--- src/rtl/traffic_light_ctrl.sv ---
// traffic_light_ctrl
//   Two-road (NS / EW) intersection controller. A free-running prescaler
//   produces a one-cycle tick every CLK_DIV clocks. An 8-bit phase timer
//   counts ticks within each phase. Crossing requests are latched and may
//   end a green early once it has run MIN_GREEN_T ticks. Every change of
//   right-of-way passes through yellow and an all-red clearance.
//
//   Optional build macro: TL_FLASH_EN adds the `flash` input and a FLASH
//   state (NS flashes yellow, EW flashes red). FLASH is entered from the end
//   of an all-red phase and left through AR_TO_NS.
//
// Ports
//   clk          system clock
//   reset        asynchronous, active-high
//   req[1:0]     req[0] asks for NS green, req[1] asks for EW green
//   flash        night-flash request (TL_FLASH_EN builds only)
//   Light_NS     NS head RGB (red 100, yellow 110, green 010, off 000)
//   Light_EW     EW head RGB, same encoding
//   phase        current state code
//   req_pending  latched requests
module traffic_light_ctrl #(
    parameter int CLK_DIV     = 100_000_000,
    parameter int GREEN_T     = 10,
    parameter int YELLOW_T    = 3,
    parameter int ALLRED_T    = 1,
    parameter int MIN_GREEN_T = 4
) (
    input  logic       clk,
    input  logic       reset,
    input  logic [1:0] req,
`ifdef TL_FLASH_EN
    input  logic       flash,
`endif
    output logic [2:0] Light_NS,
    output logic [2:0] Light_EW,
    output logic [2:0] phase,
    output logic [1:0] req_pending
);

    localparam int             PW        = $clog2(CLK_DIV);
    localparam logic [PW-1:0]  PRE_LAST  = PW'(CLK_DIV - 1);
    localparam logic [7:0]     GREEN_M1  = 8'(GREEN_T - 1);
    localparam logic [7:0]     YELLOW_M1 = 8'(YELLOW_T - 1);
    localparam logic [7:0]     ALLRED_M1 = 8'(ALLRED_T - 1);
    localparam logic [7:0]     MIN_M1    = 8'(MIN_GREEN_T - 1);

    localparam logic [2:0] RED = 3'b100;
    localparam logic [2:0] YEL = 3'b110;
    localparam logic [2:0] GRN = 3'b010;
    localparam logic [2:0] OFF = 3'b000;

    typedef enum logic [2:0] {
        NS_GREEN  = 3'd0,
        NS_YELLOW = 3'd1,
        AR_TO_EW  = 3'd2,
        EW_GREEN  = 3'd3,
        EW_YELLOW = 3'd4,
        AR_TO_NS  = 3'd5
`ifdef TL_FLASH_EN
        , FLASH   = 3'd6
`endif
    } state_t;

    // The state register is kept as raw bits so that every 3-bit code,
    // including the illegal ones, is representable and decodes explicitly.
    logic [2:0]    state_q, state_d;
    logic [PW-1:0] pre_q, pre_d;
    logic [7:0]    timer_q, timer_d;
    logic [1:0]    pend_q, pend_d;
    logic          tick;
    logic [7:0]    dur_m1;
    logic          done;
    logic          early;
`ifdef TL_FLASH_EN
    logic          tog_q, tog_d;
`endif

    // ---------------- prescaler ----------------
    always_comb begin
        tick  = (pre_q == PRE_LAST);
        pre_d = tick ? '0 : pre_q + 1'b1;
    end

    // ---------------- next state / timer ----------------
    always_comb begin
        case (state_q)
            NS_GREEN, EW_GREEN:   dur_m1 = GREEN_M1;
            NS_YELLOW, EW_YELLOW: dur_m1 = YELLOW_M1;
            default:              dur_m1 = ALLRED_M1;
        endcase
    end

    always_comb begin
        state_d = state_q;
        done    = (timer_q == dur_m1);
        early   = (timer_q >= MIN_M1);
        case (state_q)
            NS_GREEN:  if (tick && (done || (pend_q[1] && early))) state_d = NS_YELLOW;
            NS_YELLOW: if (tick && done) state_d = AR_TO_EW;
`ifdef TL_FLASH_EN
            AR_TO_EW:  if (tick && done) state_d = flash ? FLASH : EW_GREEN;
`else
            AR_TO_EW:  if (tick && done) state_d = EW_GREEN;
`endif
            EW_GREEN:  if (tick && (done || (pend_q[0] && early))) state_d = EW_YELLOW;
            EW_YELLOW: if (tick && done) state_d = AR_TO_NS;
`ifdef TL_FLASH_EN
            AR_TO_NS:  if (tick && done) state_d = flash ? FLASH : NS_GREEN;
            FLASH:     if (tick && !flash) state_d = AR_TO_NS;
`else
            AR_TO_NS:  if (tick && done) state_d = NS_GREEN;
`endif
            // Illegal codes fall into the all-red phase that leads to NS.
            default:   state_d = AR_TO_NS;
        endcase

        timer_d = timer_q;
        if (state_d != state_q) timer_d = '0;
        else if (tick)          timer_d = timer_q + 1'b1;
`ifdef TL_FLASH_EN
        if (state_q == FLASH) timer_d = '0;
`endif
    end

    // ---------------- request latch ----------------
    // Clearing on green entry is applied after the set so it wins a tie.
    always_comb begin
        pend_d = pend_q;
        if (req[0] && state_q != NS_GREEN) pend_d[0] = 1'b1;
        if (req[1] && state_q != EW_GREEN) pend_d[1] = 1'b1;
        if (state_d == NS_GREEN && state_q != NS_GREEN) pend_d[0] = 1'b0;
        if (state_d == EW_GREEN && state_q != EW_GREEN) pend_d[1] = 1'b0;
`ifdef TL_FLASH_EN
        // Requests are meaningless while flashing; drop them on entry and
        // ignore them until FLASH is left.
        if (state_q == FLASH || state_d == FLASH) pend_d = '0;
`endif
    end

`ifdef TL_FLASH_EN
    // Toggle is forced to 0 outside FLASH so the first FLASH tick period is lit.
    always_comb begin
        tog_d = 1'b0;
        if (state_q == FLASH) tog_d = tick ? ~tog_q : tog_q;
    end
`endif

    // ---------------- registers ----------------
    always_ff @(posedge clk or posedge reset) begin
        if (reset) begin
            pre_q   <= '0;
            state_q <= NS_GREEN;
            timer_q <= '0;
            pend_q  <= '0;
`ifdef TL_FLASH_EN
            tog_q   <= 1'b0;
`endif
        end else begin
            pre_q   <= pre_d;
            state_q <= state_d;
            timer_q <= timer_d;
            pend_q  <= pend_d;
`ifdef TL_FLASH_EN
            tog_q   <= tog_d;
`endif
        end
    end

    // ---------------- Moore output decode ----------------
    // Red/red is the default so illegal codes never show a permissive light.
    always_comb begin
        Light_NS = RED;
        Light_EW = RED;
        case (state_q)
            NS_GREEN:  Light_NS = GRN;
            NS_YELLOW: Light_NS = YEL;
            EW_GREEN:  Light_EW = GRN;
            EW_YELLOW: Light_EW = YEL;
`ifdef TL_FLASH_EN
            FLASH: begin
                Light_NS = tog_q ? OFF : YEL;
                Light_EW = tog_q ? OFF : RED;
            end
`endif
            default: ;
        endcase
    end

    assign phase       = state_q;
    assign req_pending = pend_q;

endmodule

--- config.mk ---
export PLATFORM = sky130hd
export DESIGN_NAME = traffic_light_ctrl
export DESIGN_NICKNAME = d
export VERILOG_FILES = /design/src/rtl/traffic_light_ctrl.sv
export SDC_FILE = /design/constraint.sdc
export NUM_CORES = 1
export LEC_CHECK = 0
export CORE_MARGIN = 5
export CORE_UTILIZATION = 40
export DETAILED_ROUTE_END_ITERATION = 12
export DONT_BUFFER_PORTS = 1
export SKIP_CTS_REPAIR_TIMING = 1
export SYNTH_ARGS = -nofsm -noshare
export SYNTH_HDL_FRONTEND = slang
export SYNTH_SLANG_ARGS = --single-unit
--- constraint.sdc ---
create_clock -name clk -period 5.05 [get_ports clk]
set_input_delay 0.7575 -clock clk [delete_from_list [all_inputs] [get_ports clk]]
set_output_delay 0.7575 -clock clk [all_outputs]
set_load 0.02 [all_outputs]
== After elaboration in Yosys (flattened, before gate mapping) ==
Index checks and enable logic that the tools add are counted.
Widths: inputs -> output; s select.
Operators by class
  $add $sub $neg: 2
  magnitude comparators: 1
  equality and inequality tests: 10
  multiplexer cells: 17
  reductions and logical operators: 19
Operator list (number)
  $add 27x1->27 const B: 1
  $eq 27x27->1 const B: 1
  $mux 27: 1
  $mux 3: 6
  $pmux 3 s6: 1
  $mux 8: 2
  $pmux 3 s2: 2
  $eq 3x2->1 const B: 3
  $logic_and 1x1->1: 9
  $add 8x1->8 const B: 1
  $eq 8x8->1: 1
  $ge 8x2->1 const B: 1
  $pmux 4 s2: 1
  $eq 3x3->1 const B: 2
  $logic_not 3->1: 2
  $reduce_bool 2->1: 3
  $mux 1: 4
  $reduce_or 2->1: 2
  $eq 3x1->1 const B: 1
  $ne 3x2->1 const B: 1
  $ne 3x3->1: 1
  $reduce_bool 3->1: 1
  $logic_or 1x1->1: 2
Word-level totals
  bits in registers: 40
  input bits: 4
  word-level logic and storage cells: 54

== Logic depth before layout (Yosys ltp) ==
  depth in word-level cells: 11
  gate-level depth with buffers: 7
  depth with buffers taken out: 6

== Worst setup path after synthesis ==
OpenSTA, ideal clock, no wires.
  kind: register -> output
  from: reg state_q[1], in the netlist phase[1]
  to: out Light_EW[1]
  arrival time: 1.359 ns
  setup slack: 2.933 ns
  cell stages (with the launch flop): 4
  cell sequence: dfrtp_1 clkbuf_1 nand3_1 o21ai_0
On the way
  longest elaborated chain between the ends: 2
  elaborated cells between the ends (all ways): 3
  classes of those cells: eq/ne: 2; mux: 1
RTL lines
  start: declaration: line 66  | logic [2:0] state_q, state_d;
  start signal: assignment: line 160  | state_q <= state_d;
  $eq 3x3->1 or $eq 3x2->1 (tied branches): line 174  | case (state_q)
  $pmux 3 s2 *: line 174
  end: declaration: line 35  | output logic [2:0] Light_EW,
Every way passes the cells marked *; elsewhere a longest branch is shown, timed or not.

== Worst setup path after layout ==
Same ends and word-level chain as after synthesis.

==> out/results.txt <==
Status = finished clean
Synth area leader = dfrtp_1
Layout cell share with drive strength beyond 1 = 7.52%
Initial DRT Pass Iterations = 4
Post-synth EDFFs = 0
Worst EP required = 4.29 ns
Clock sink total = 40
Vias per cell = 5.32
Syn Area/Cell = 9.43 um^2
Count leader, synth = dfrtp_1
Cell row count = 26
Synth warn = 0
Post-synth ARST share = 100%
Via count = 1575
Clock Power Share = 37.0%
CP Launch Type = flop
Die width = 83.0 um
Global-route wire length before repair = 7.40 mm
Fillers = 529
Total GRT Usage = 13.1%
Largest net degree at the start of global routing = 41
FF+latch count, synth = 40
Unrepaired setup endpoints after global routing = no
Initial DRC Count = 41
Register share of total power = 61.4%
Synth top area share = 46.9%
Final setup violation count = 0
WS Path Type = flop to output port
DP HPWL = 2.88 mm
Synth area leaders = dfrtp_1 47%, xor2_1 7.0%, xnor2_1 4.9%, nor2_1 4.8%, nand3_1 3.8%
Crit. End Element = output port
Clk_skew = 0.00474 ns
VDD IR max = 0.000182 V
PD cells = 230 mW/mm^2
Io pins = 15
Post-DR wirelength/cell = 14.0 um
Root buffer cell = clkbuf_8
Final period util = 48.9%
Synthesized cell area = 0.00213 mm^2
Routed WL = 4.16 mm
Total leakage power = 0.939 nW
Die Area = 0.00689 mm^2
Nets = 234
Max Cap Violations = 0
Cell Count, Final, Fillers Out = 296
Fin worst setup slack = 2.58 ns
Worst Max-Slew Pin Slew = 1.09 ns
Clk_lat worst skew = 0.29 ns
Clock transition at the registers of the reported paths = 0.07 ns
Distinct cells, synth = 40
Net Sw Frac = 21.3%
Main flop type after synthesis = dfrtp_1
Setup WS pre-CTS = 2.70 ns
PortBufs = 0
Worst hold margin = 0.466 ns
Critical Path Fanout Max = 14
Initial antenna violation count = 0
Fmax = 0.405 GHz
Hold WC Path Type = primary input to async pin
Comb power frac = 1.5%
TritonCTS buffer count = 5
Initial Utilization = 41.5%
Net Sw Power = 0.111 mW
ANT cells = 0
Die H = 83.0 um
H-tree depth = 2
Final hold vios = 0
Post-synth top cells = 40 x dfrtp_1, 27 x nor2_1, 17 x xor2_1, 16 x nand3_1, 15 x nand2_1
GRT overflow = 0
Cell count after synthesis = 226
Post-route DRC = 0
Setup TNS = 0 ns
Post-DRT Antenna Nets = 0
Slew Viols, Final = 0
Placed cells = 291
CTS Buffer Depth = 2
Slew margin rel. = 27.0%
P_int = 0.410 mW
Vias in the first global route = 1547
Layout area overhead = 6.28%
Worst Path Arrival = 1.71 ns
TritonCTS clock tree = yes
Core area = 0.00514 mm^2
Final core occ = 44.1%
Final Critical Period = 2.47 ns
Final GP Congestion = 0.774
Post-synthesis sequential area ratio = 46.9%
-- final cells by class --
class / instances / area (um^2) / share of cell area (%)
sequential: 40 / 1000 / 44.2
timing repair buffer: 3 / 22.5 / 0.994
inverter: 4 / 15.0 / 0.663
tap: 70 / 87.6 / 3.87
clock buffer: 5 / 68.8 / 3.04
multi-input combinational: 174 / 1070 / 47.3
-- power groups by stage --
stage	combinational (mW)	clock (mW)	sequential (mW)
floorplan	0.00720	0	0.326
detailed placement	0.00866	0	0.326
global placement	0.00860	0	0.326
global route	0.0100	0.220	0.320
CTS	0.00864	0.202	0.320
finish	0.00794	0.193	0.320
-- through the flow --
| stage | area (um^2) | total power [mW] |
|---|---|---|
| 6_report | 2270 | 0.521 |
| 3_5_place_dp | 2200 | 0.335 |
| 5_1_grt | 2270 | 0.550 |
| 2_1_floorplan | 2140 | 0.334 |
| 3_3_place_gp | 2200 | 0.335 |
| 4_1_cts | 2270 | 0.531 |
-- flip-flops by register name (all words and copies together) (netlist names) --
| signal | count |
|---|---|
| req_pending | 2 |
| phase | 3 |
| timer_q | 8 |
| pre_q | 27 |
-- path summary, 6_finish.rpt --
| check | depth (start not counted) | startpoint | endpoint | slack (ns) |
|---|---|---|---|---|
| setup / recovery | 2 | phase[1] | Light_EW[1] | 2.58 |
| hold / removal | 2 | reset | phase[2] | 0.47 |
| setup reg to reg | 6 | pre_q[0] | pre_q[26] | 2.72 |
| hold reg to reg | 1 | pre_q[25] | pre_q[25] | 0.50 |
| max in group asynchronous | 2 | reset | pre_q[13] | 4.23 |
| min in group clk | 1 | pre_q[25] | pre_q[25] | 0.50 |
-- placed cells by master (no fill, tap or decap), drive strengths merged, types with 8 or more instances in the layout --
cell type	instances
dfrtp	40
nor2	27
xor2	17
nand2	17
nand3	16
xnor2	12
nand4	12
a21oi	10
nor3	8
o21ai	8
-- worst max-delay path, stage by stage, from the launching register on --
cell,delay (ns)
dfrtp_1,0.71
nand3_1,0.36
o21ai_0,0.36
-- per-layer routing --
layer / track usage, % / part of all wire (%) / up-vias
li1: - / - / 802
met3: 4.26 / 4.4 / 5
met2: 20.6 / 45 / 29
met1: 17.2 / 49 / 739
met4: 4.16 / 1.3 / 0
met5: 0 / 0 / -
-- kinds of logic after synthesis --
| logic type | Yosys count | synth area share (%) |
|---|---|---|
| flip-flops | 40 | 46.9 |
| buffers and inverters | 13 | 2.99 |
| adder cells (fa/ha/maj) | 2 | 1.17 |
| other | 1 | 0.176 |
| AO/OA/AOI/OAI | 31 | 9.16 |
| XOR/XNOR | 29 | 11.9 |
| AND/OR/NAND/NOR | 109 | 27.1 |
| multiplexers | 1 | 0.528 |
(Power assumes the default switching activity.)
